`src/rtl/bytecode_fetch.sv`:
```
`default_nettype none
// ============================================================================
// bytecode_fetch : byte prefetch queue between program memory and the core
// Revision 1.0 - initial release
// ============================================================================
module bytecode_fetch #(
    parameter int DEPTH = 4
) (
    input  logic       clk,
    input  logic       rst_n,
    output logic [7:0] mem_addr,
    output logic       mem_rd,
    input  logic [7:0] mem_data,
    output logic [7:0] op_code,
    output logic [7:0] arg0,
    output logic [7:0] arg1,
    output logic [2:0] avail,
    input  logic [1:0] argc,
    output logic       op_ready,
    input  logic       op_done,
    input  logic       jump,
    input  logic [7:0] jump_target,
    output logic [7:0] program_counter
);

    localparam int            AW      = $clog2(DEPTH);
    localparam int            CW      = AW + 1;
    localparam logic [CW-1:0] C_DEPTH = CW'(DEPTH);

    logic [7:0]    q_q [DEPTH];
    logic [7:0]    q_d [DEPTH];
    logic [AW-1:0] head_q, head_d, tail_q, tail_d;
    logic [CW-1:0] count_q, count_d;
    logic [7:0]    fetch_addr_q, fetch_addr_d;
    logic [7:0]    pc_q, pc_d;
    logic [7:0]    mem_addr_q, mem_addr_d;
    logic          inflight_q, inflight_d;
    logic          drop_q, drop_d;
    logic          mem_rd_q, mem_rd_d;

    logic [CW-1:0] w_need;
    logic          w_fill, w_consume, w_issue;
    logic [AW-1:0] w_idx1, w_idx2;

    assign w_need    = CW'(argc) + CW'(1);
    assign op_ready  = (count_q >= w_need);
    assign w_consume = op_done & op_ready;
    assign w_fill    = inflight_q & ~drop_q;
    // Reserve a slot for the read already in flight so the queue never overflows.
    assign w_issue   = ((count_q + CW'(inflight_q)) < C_DEPTH) & ~jump;

    always_comb begin
        q_d          = q_q;
        head_d       = head_q;
        tail_d       = tail_q;
        count_d      = count_q;
        pc_d         = pc_q;
        fetch_addr_d = fetch_addr_q;
        drop_d       = 1'b0;
        inflight_d   = w_issue;
        mem_rd_d     = w_issue;
        mem_addr_d   = w_issue ? fetch_addr_q : mem_addr_q;

        if (jump) begin
            head_d       = '0;
            tail_d       = '0;
            count_d      = '0;
            pc_d         = jump_target;
            fetch_addr_d = jump_target;
            drop_d       = inflight_q;
        end else begin
            if (w_fill) begin
                q_d[tail_q] = mem_data;
                tail_d      = tail_q + AW'(1);
            end
            if (w_consume) begin
                head_d = head_q + w_need[AW-1:0];
                pc_d   = pc_q + 8'(w_need);
            end
            count_d = count_q + CW'(w_fill) - (w_consume ? w_need : '0);
            if (w_issue) begin
                fetch_addr_d = fetch_addr_q + 8'd1;
            end
        end
    end

    always_ff @(posedge clk or negedge rst_n) begin
        if (!rst_n) begin
            for (int i = 0; i < DEPTH; i++) begin
                q_q[i] <= 8'h00;
            end
            head_q       <= '0;
            tail_q       <= '0;
            count_q      <= '0;
            pc_q         <= 8'h00;
            fetch_addr_q <= 8'h00;
            mem_addr_q   <= 8'h00;
            inflight_q   <= 1'b0;
            drop_q       <= 1'b0;
            mem_rd_q     <= 1'b0;
        end else begin
            q_q          <= q_d;
            head_q       <= head_d;
            tail_q       <= tail_d;
            count_q      <= count_d;
            pc_q         <= pc_d;
            fetch_addr_q <= fetch_addr_d;
            mem_addr_q   <= mem_addr_d;
            inflight_q   <= inflight_d;
            drop_q       <= drop_d;
            mem_rd_q     <= mem_rd_d;
        end
    end

    assign w_idx1          = head_q + AW'(1);
    assign w_idx2          = head_q + AW'(2);
    assign op_code         = q_q[head_q];
    assign arg0            = q_q[w_idx1];
    assign arg1            = q_q[w_idx2];
    assign avail           = 3'(count_q);
    assign program_counter = pc_q;
    assign mem_addr        = mem_addr_q;
    assign mem_rd          = mem_rd_q;

endmodule
`default_nettype wire

```
`config.mk`:
```
export PLATFORM = sky130hd
export DESIGN_NAME = bytecode_fetch
export DESIGN_NICKNAME = d
export VERILOG_FILES = /design/src/rtl/bytecode_fetch.sv
export SDC_FILE = /design/constraint.sdc
export NUM_CORES = 1
export LEC_CHECK = 0
export BUFFER_PORTS_ARGS = -buffer_cell sky130_fd_sc_hd__buf_2
export CAP_MARGIN = 0
export CORE_MARGIN = 2
export CORE_UTILIZATION = 30
export CTS_BUF_LIST = sky130_fd_sc_hd__clkbuf_2
export DETAILED_ROUTE_END_ITERATION = 7
export PLACE_DENSITY = 0.53
export SYNTH_ARGS = -nofsm -noshare
export SYNTH_HDL_FRONTEND = slang
export SYNTH_SLANG_ARGS = --single-unit
export TNS_END_PERCENT = 100
```
`constraint.sdc`:
```
create_clock -name clk -period 3.8 [get_ports clk]
set_input_delay 0.19 -clock clk [delete_from_list [all_inputs] [get_ports clk]]
set_output_delay 0.19 -clock clk [all_outputs]
set_load 0.005 [all_outputs]
```
==> impl_results.md, run 1 <==
- Largest cells by area after synthesis: dfrtp_1 44%, mux4_2 15%, mux2_2 12%, ha_1 5.4%, nor2_1 1.5%
- Full die area: approximately 13000 um^2
- Register share of total power: between 40% and 50%
- Post-synthesis async set-or-reset flop share: 100%
- Leakage: 1.96 nW
- Seq cells post-synth: 65
- Synth top cells by count: 65 x dfrtp_1, 41 x mux2_2, 24 x mux4_2
- Post-cts resize count: 0
- CTS Root Cell: clkbuf_2
- Initial Util: slightly above 30%
- Setup tns final: 0 ps
- Clock-pin slew on the worst setup and hold paths: 180 ps
- Largest net degree at the start of global routing: 44
- Die width: between 100 and 150 um
- Vias per cell: 5.27
- GRT Total Usage: 13.7%
- Syn Std Cell Area: 3700 um^2
- DR WL/cell: approximately 16 um
- Cell taking the most area after synthesis: dfrtp_1
- Die height: between 100 and 150 um
- RSZ-0062 raised after global routing: no
- Clock Skews: 19.7 ps
- Placer congestion estimate: 0.764
- Seq/Total Area, Yosys: about 44%
- Comb power frac: between 40% and 50%
- I/O pin count: between 60 and 70
- Row count: 40
- Max Cap Viol: 0
- Port-buffer cells: 66
- Clock latency on the worst-skew pair: 530 ps
- Worst EP arrival: 3410 ps
- CTS tree: built
- Startpoint Class: flip-flop
- Status: finished, final reports clean
- CP Cell Sequence: ha_1, a21oi_1, o21a_4, nor3_1, ha_1, inv_1, ha_1, inv_1, fa_1, xor2_1, xnor2_1, a31o_2, a21oi_1
- Final Critical Period: around 2900 ps
- Switching Power: a little under 0.001 W
- Fin. Hold Viols: 0
- Top Family by Delay on Critical Path: adder cells
- Most frequent cell on the critical path: ha_1
- Num CTS Buffers: 9
- Most frequent cell after synthesis: dfrtp_1
- Cells after Synth: 287
- Clk buf depth: 2
- Total number of vias: 2733
- DP Area: 4150 um^2
- Pre-antenna DRT Iters: 5
- Mapped Nets: roughly 330
- EDFF count, synth: 0
- Global route overflow: 0
- Post-synth top area share: 44.0%
- Vias in the first global route: between 2000 and 3000
- Final ANT Viol Nets: 0
- Worst Path Max Fanout: 15
- Fin Hold WS: between 100 and 150 ps
- VDD IR max: roughly 260 uV
- Slew @ Worst Pin: 1020 ps
- Antenna diodes: 0
- Count of final setup violators: 0
- Ys flop type: dfrtp_1
- Synth-to-Final Area Change: 19.7%
- HP Class: input port to flip-flop
- # H-tree levels: 3
- CP endpoint kind: flip-flop
- Worst EP required: approximately 4300 ps
- Unique masters post-synth: 44
- Slowest CP cell: dfrtp_1
- P per Cell Area: 627 nW/um^2
- Crit-path max cell delay: 490 ps
- Int Power: approximately 0.0018 W
- Setup Crit Path Kind: flip-flop to flip-flop
- Final #Nets: 408
- Core Region: approximately 12000 um^2
- First-pass GRT wire length: 13.8 mm
- Slew margin rel.: between 30% and 40%
- Final HPWL DP: ~5.8 mm
- Max Fclk: roughly 0.34 GHz
- Mean Syn Cell Area: 12.9 um^2
- Max-slew violations: 0
- Sw frac: around 36%
- Final period util: around 78%
- Clock sinks: 65
- Final instance area: 4430 um^2
- Clock share of power: 14.2%
- # DRC: 0
- CP Buf/Inv Count: 2
- Setup bufs post-CTS: 0
- Antenna violations before repair: 0
- Detailed Route Iter0 Violations: around 130
- WL final: roughly 8.4 mm
- Syn. warnings: 0
- Share of layout cells above drive strength 1: ~40%
-- cells by family (layout without fill, tap and decap cells) --
group                    after synthesis  count (layout)  share of synthesized area, %
flip-flops                            65              65                          44.0
AO/OA/AOI/OAI                         42              42                          7.98
buffers and inverters                 31             116                          3.79
AND/OR/NAND/NOR                       59              59                          8.76
multiplexers                          66              66                          27.4
XOR/XNOR                               6               6                          1.62
adder cells (fa/ha/maj)               18              18                          6.50
-- state kept, by name (all words and copies together) (netlist names) --
signal           count
mem_addr             8
fetch_addr_q         8
avail                3
tail_q               2
mem_rd               1
drop_q               1
head_q               2
program_counter      8
q_q                 32
-- per-layer routing --
metal	share of wire [%]	GRT usage, %	up-vias	routed length [um]
met5	0	0	-	0
met4	1.2	4.58	0	105
met3	5.7	4.74	8	479
met2	47	22.4	82	3970
met1	46	17.0	1392	3860
li1	-	-	1251	-
-- what timing repair did --
| action | in CTS | in global routing |
|---|---|---|
| setup endpoints to repair | 0 | 0 |
| hold buffers | 18 | 0 |
| endpoints found under the hold margin | 90 | 0 |
-- power groups by stage --
| stage | logic [W] | clock network, W | registers (W) |
|---|---|---|---|
| final | 0.00123 | 0.000394 | 0.00115 |
| after global routing | 0.00136 | 0.000449 | 0.00119 |
| after CTS | 0.00125 | 0.000422 | 0.00115 |
| after detailed placement | 0.00123 | 0 | 0.00117 |
| after global placement | 0.00121 | 0 | 0.00115 |
| after floorplan | 0.000856 | 0 | 0.00110 |
-- path summary, 6_finish.rpt --
kind	cells after the start	slack (ps)	end	start
hold reg to reg	1	520	mem_addr[1]	mem_addr[1]
hold / removal	2	130	avail[1]	jump
max in group asynchronous	3	2590	q_q[4]	rst_n
min in group asynchronous	2	330	q_q[14]	rst_n
setup / recovery	13	850	avail[2]	avail[2]
setup reg to reg	13	850	avail[2]	avail[2]
-- cell usage in the layout, fill, tap and decap left out, drive strengths merged, types with 5 or more instances in the layout --
master / instances
nor2: 16
clkbuf: 10
nand3: 6
a31oi: 8
nor3: 5
mux2: 41
buf: 69
nand2: 5
a21oi: 6
mux4: 24
dlygate4sd3: 18
o31ai: 5
inv: 14
o21ai: 6
or4: 5
dfrtp: 65
ha: 16
and2: 5
-- per-stage QoR --
stage                     instances  setup slack [ps]  utilization (%)  total power [W]
after floorplan                 287               899                -          0.00196
after global placement          486               766             34.5          0.00236
after detailed placement        486               667             34.5          0.00240
after CTS                       519               833             36.8          0.00282
after global routing            519               665             36.8          0.00300
final                           519               855             36.8          0.00277
-- area by class of cell --
class                           count  area, um^2
Fill cell                        1188        7590
Multi-Input combinational cell    191        1930
Sequential cell                    65        1630
Timing Repair Buffer               87         533
Tap cell                          147         184
Inverter                           14        52.6
Clock buffer                       10        50.0
Clock inverter                      5        47.5
Note: power is estimated with default switching activity, not from simulation.
==> inputs of run 2 (changes only) <==
Settings changed: PLACE_DENSITY 0.53 to 0.55.
Clock period 3.8 ns to 2.7 ns, I/O delays scaled along.
==> run 2 against run 1 <==
  * Worst hold slack got worse by 53 ps
  * Combinational power increased by 51%
  * Total power increased by 46%
  * Critical endpoint unchanged
  * Largest power group unchanged
==> impl_results.md, run 2 (same netlist as run 1, synthesis figures left out) <==
- Final ANT Viol Nets: 0
- WL final: a little under 9 mm
- Die height: 115 um
- Commonest non-fill, non-tap cell in the layout: buf_2
- Pre-antenna DRT Iters: 4
- Final Critical Period: between 2000 and 3000 ps
- Fin. Hold Viols: 0
- HP Class: input port to async pin
- Dpl cells: 498
- Core Region: 12000 um^2
- Clock Skews: 19.3 ps
- Largest net degree at the start of global routing: 30
- Row count: 40
- Final instance area: approximately 4600 um^2
- DR WL/cell: approximately 16 um
- Antenna diodes: 0
- Global route overflow: 0
- Final HPWL DP: 6.16 mm
- Max Fclk: about 0.38 GHz
- Clk buf depth: 2
- Leakage: just over 2 nW
- CTS Root Cell: clkbuf_2
- Clock sinks: 65
- Crit-path max cell delay: 470 ps
- Slowest CP cell: dfrtp_2
- Synth-to-Final Area Change: 23.7%
- First-pass GRT wire length: 14.4 mm
- Die width: ~120 um
- Max-slew violations: 0
- Highest-count cells in the layout ignoring fill and taps: 66 x buf_2, 64 x dfrtp_1, 41 x mux2_2
- Worst Path Max Fanout: 4
- Vias per cell: between 5 and 6
- Place WS: -32.6 ps
- Max reg flops: 32
- Status: finished, final reports clean
- Reg with most FFs: q_q
- Setup tns final: 0 ps
- CP Cell Sequence: ha_4, nand2_1, o21a_4, nor3_2, ha_1, inv_1, ha_1, inv_1, fa_2, xor2_1, xnor2_1, a31o_2, a21oi_2
- Max Cap Viol: 0
- CTS tree: built
- Placer congestion estimate: between 0.7 and 0.8
- Slew margin rel.: about 52%
- Antenna violations before repair: 0
- Num CTS Buffers: 9
- Slew @ Worst Pin: about 720 ps
- Final period util: 97.5%
- Detailed Route Iter0 Violations: 120
- P per Cell Area: about 900 nW/um^2
- Port-buffer cells: 66
- Share of layout cells above drive strength 1: a little under half
- Count of final setup violators: 0
- RSZ-0062 raised after global routing: yes
- VDD IR max: about 290 uV
- Worst EP required: between 3000 and 4000 ps
- Worst EP arrival: between 3000 and 4000 ps
- Non-Filler Instances: 532
- Fill cells: 1208
- # H-tree levels: 3
- Clock-pin slew on the worst setup and hold paths: 190 ps
- Initial Util: 30.8%
- Core Util, Final: a little under two fifths
- CP Buf/Inv Count: 2
- Clock latency on the worst-skew pair: approximately 500 ps
- Final WS setup: ~66 ps
- FF-to-FF setup slack: ~66 ps
- Top Family by Delay on Critical Path: adder cells
- Final #Nets: 420
- Setup bufs post-CTS: 0
- Full die area: 13200 um^2
- Startpoint Class: flip-flop
- Setup Crit Path Kind: flip-flop to flip-flop
- GRT Total Usage: about 14%
- Total number of vias: around 2700
- Vias in the first global route: between 2000 and 3000
- # DRC: 0
- DP Area: roughly 4300 um^2
- I/O pin count: 67
- CP endpoint kind: flip-flop
run 2: through the flow:
stage | hold slack [ps] | power, W
detailed placement | 108 | 0.00349
finish | 78.7 | 0.00404
global route | 60.1 | 0.00438
CTS | 53.3 | 0.00410
global placement | 118 | 0.00343
floorplan | -161 | 0.00280
run 2: per-layer routing:
metal,vias up,part of all wire [%],global-route usage [%]
met5,-,0,0
met4,0,1.1,4.10
met3,10,5.4,4.27
met2,87,49,23.7
met1,1371,45,17.6
li1,1271,-,-
run 2: final timing paths:
| kind | from | to | cells past startpoint |
|---|---|---|---|
| worst min-delay path | rst_n | q_q[6] | 2 |
| worst min register to register | mem_addr[1] | mem_addr[1] | 1 |
| worst max-delay path | avail[2] | avail[2] | 13 |
| min in group clk | jump | avail[1] | 2 |
| worst max register to register | avail[2] | avail[2] | 13 |
| max in group asynchronous | rst_n | q_q[17] | 3 |
run 2: worst register-to-register path, cell delays in order (launching register included):
cell and delay, ps:
dfrtp_2 470, ha_4 280, nand2_1 50, o21a_4 210, nor3_2 100, ha_1 240
inv_1 60, ha_1 130, inv_1 50, fa_2 330, xor2_1 180, xnor2_1 140
a31o_2 230, a21oi_2 120
run 2: area by class of cell:
cell class	instances	area [um^2]	area share [%]
Clock buffer	12	60.1	1.31
Clock inverter	4	43.8	0.957
Inverter	14	52.6	1.15
Multi-Input combinational cell	191	1980	43.4
Sequential cell	65	1630	35.6
Tap cell	147	184	4.02
Timing Repair Buffer	99	623	13.6
run 2: power by group:
group	internal, W	switching (W)
Clock	0.000220	0.000351
Combinational	0.00109	0.000778
Sequential	0.00131	0.000303
run 2: repair_timing:
item,in CTS,in global routing
endpoints found under the hold margin,105,0
endpoints found under the setup margin,0,1
hold buffers,18,0
resized for setup,0,2
==> inputs of run 3 (changes only) <==
Settings changed: GPL_TIMING_DRIVEN set to 0, REMOVE_ABC_BUFFERS set to 1.
==> run 3 against run 2 <==
  * The flow now finishes with violations (negative setup slack)
  * Sequential share of layout area rose by 0.62 points
  * Cell count down 1.5%
  * Wire length shrank 1.5%
  * Die area unchanged
  * Combinational power down 4%
  * Critical path type unchanged
  * Critical endpoint unchanged
==> impl_results.md, run 3 (same netlist as run 1, synthesis figures left out) <==
- WL final: 8.53 mm
- Clock Skews: between 20 and 30 ps
- Fin. Hold Viols: 0
- Clock sinks: 65
- Clk buf depth: 2
- Highest-count cells in the layout ignoring fill and taps: 65 x buf_2, 63 x dfrtp_1, 41 x mux2_2
- Grt met2 use: 22.2%
- Port-buffer cells: between 60 and 70
- Int Power: ~0.0025 W
- Core Region: roughly 12000 um^2
- Worst EP arrival: around 3200 ps
- Register share of total power: a little over two fifths
- Slew margin rel.: roughly 45%
- CTS tree: built
- Worst EP required: between 3000 and 4000 ps
- Clock latency on the worst-skew pair: approximately 500 ps
- Startpoint Class: flip-flop
- DR WL/cell: roughly 16 um
- HP Class: input port to flip-flop
- Place WS: -419 ps
- Antenna diodes: 0
- Antenna violations before repair: 0
- Setup Crit Path Kind: flip-flop to flip-flop
- CP Cell Sequence: ha_4, nand2_1, o21a_4, nor3_4, ha_1, inv_1, ha_1, inv_1, fa_2, xor2_1, xnor2_1, a31o_2, a21oi_1
- Max Cap Viol: 0
- Failing checks: negative setup slack
- Vias in the first global route: 2653
- # H-tree levels: 3
- Detailed Route Iter0 Violations: just over 90
- Sw frac: between 30% and 40%
- Share of layout cells above drive strength 1: a little over two fifths
- GRT Total Usage: about an eighth
- GRT busiest layer: met2
- Clock-pin slew on the worst setup and hold paths: about 180 ps
- Max Fclk: between 0.3 and 0.4 GHz
- Global route overflow: 0
- Final period util: 100%
- Max reg flops: 32
- Worst Path Max Fanout: 3
- Final Critical Period: 2710 ps
- Die width: about 120 um
- Final HPWL DP: around 5.7 mm
- Clock share of power: approximately an eighth
- Final ANT Viol Nets: 0
- Total power: slightly below 0.004 W
- Status: complete, but fails checks
- Slew @ Worst Pin: roughly 830 ps
- Switching Power: between 0.001 and 0.0015 W
- CP endpoint kind: flip-flop
- Vias per cell: between 5 and 6
- Synth-to-Final Area Change: 21.7%
- # DRC: 0
- Leakage: ~2 nW
- Reg with most FFs: q_q
- Slowest CP cell: dfrtp_1
- Max-slew violations: 0
- Crit-path max cell delay: approximately 460 ps
- VDD IR max: roughly 380 uV
- Final #Nets: roughly 410
- Full die area: around 13000 um^2
- CTS Root Cell: clkbuf_2
- Pre-antenna DRT Iters: 4
- CP Buf/Inv Count: 2
- First-pass GRT wire length: roughly 14 mm
- Row count: 40
- Count of final setup violators: 1
- Initial Util: a little under a third
- Die height: 115 um
- Met1 GRT Util: between 10% and 20%
- Comb power frac: between 40% and 50%
- Num CTS Buffers: 9
- Placer congestion estimate: between 0.7 and 0.8
- Final WS setup: -10.1 ps
- Total number of vias: 2698
- RSZ-0062 raised after global routing: yes
- I/O pin count: between 60 and 70
- M3 GR Usage: around 3.7%
- P per Cell Area: about 870 nW/um^2
- Top Family by Delay on Critical Path: adder cells
- Largest net degree at the start of global routing: between 60 and 70
- Commonest non-fill, non-tap cell in the layout: buf_2
[run 3: changes by cell type in the layout (fill, tap and decap cells not counted), sizes merged]
cell / previous run / this run
dlygate4sd3: 18 / 19
clkinvlp: 0 / 1
buf: 81 / 72
clkinv: 3 / 5
bufinv: 1 / 0
clkbuf: 12 / 10
[run 3: cell type report]
type                    instances  area (um^2)
flip-flops and latches         65         1630
repair buffers                 91          568
multi-input cells             191         1970
inverters                      14         60.1
well taps                     147          184
fillers                      1181         7510
clock buffers                  10         50.0
clock inverters                 6         35.0
[run 3: through the flow]
step	area, um^2	cells	hold WS (ps)	util [%]	TNS [ps]
floorplan	3610	270	-161	-	-20.3
global placement	4130	483	403	34.3	-381
detailed placement	4130	483	304	34.4	-419
CTS	4440	522	52.1	37.0	0
global route	4500	524	81.1	37.5	-160
finish	4500	524	109	37.5	-10.1
[run 3: routing by layer]
layer	part of all wire, %	routed length [um]
met1	44	3790
met2	49	4210
met3	5.0	426
met4	1.2	101
met5	0	0
[run 3: path summary, 6_finish.rpt]
check	startpoint	end	slack, ps	cells past startpoint
setup / recovery	avail[2]	avail[2]	-10	13
hold / removal	jump	tail_q[0]	110	2
setup reg to reg	avail[2]	avail[2]	-10	13
hold reg to reg	mem_addr[1]	mem_addr[1]	520	1
max in group asynchronous	rst_n	head_q[0]	1840	2
min in group asynchronous	rst_n	q_q[9]	240	2
[run 3: timing repair]
action	CTS	global route
pin swaps	0	5
hold buffers	19	0
hold endpoints to repair	114	0
endpoints found under the setup margin	16	10
setup buffers	4	2
resized for setup	3	8
[run 3: power groups by stage]
| stage | clock [W] | combinational [W] | sequential [W] |
|---|---|---|---|
| 2_1_floorplan | 0 | 0.00111 | 0.00161 |
| 3_3_place_gp | 0 | 0.00162 | 0.00168 |
| 3_5_place_dp | 0 | 0.00167 | 0.00171 |
| 4_1_cts | 0.000510 | 0.00175 | 0.00168 |
| 5_1_grt | 0.000548 | 0.00196 | 0.00174 |
| 6_report | 0.000475 | 0.00178 | 0.00168 |
[run 3: worst reg2reg max path, delay by kind of cell (launching register included)]
family / cells / cell delay, ps
xor gates and xnor gates: 2 / 330
adders and majority gates: 4 / 1000
AOI/OAI and AO/OA: 3 / 590
and+or+nand+nor: 2 / 170
buffers and inverters: 2 / 110
DFF: 1 / 460
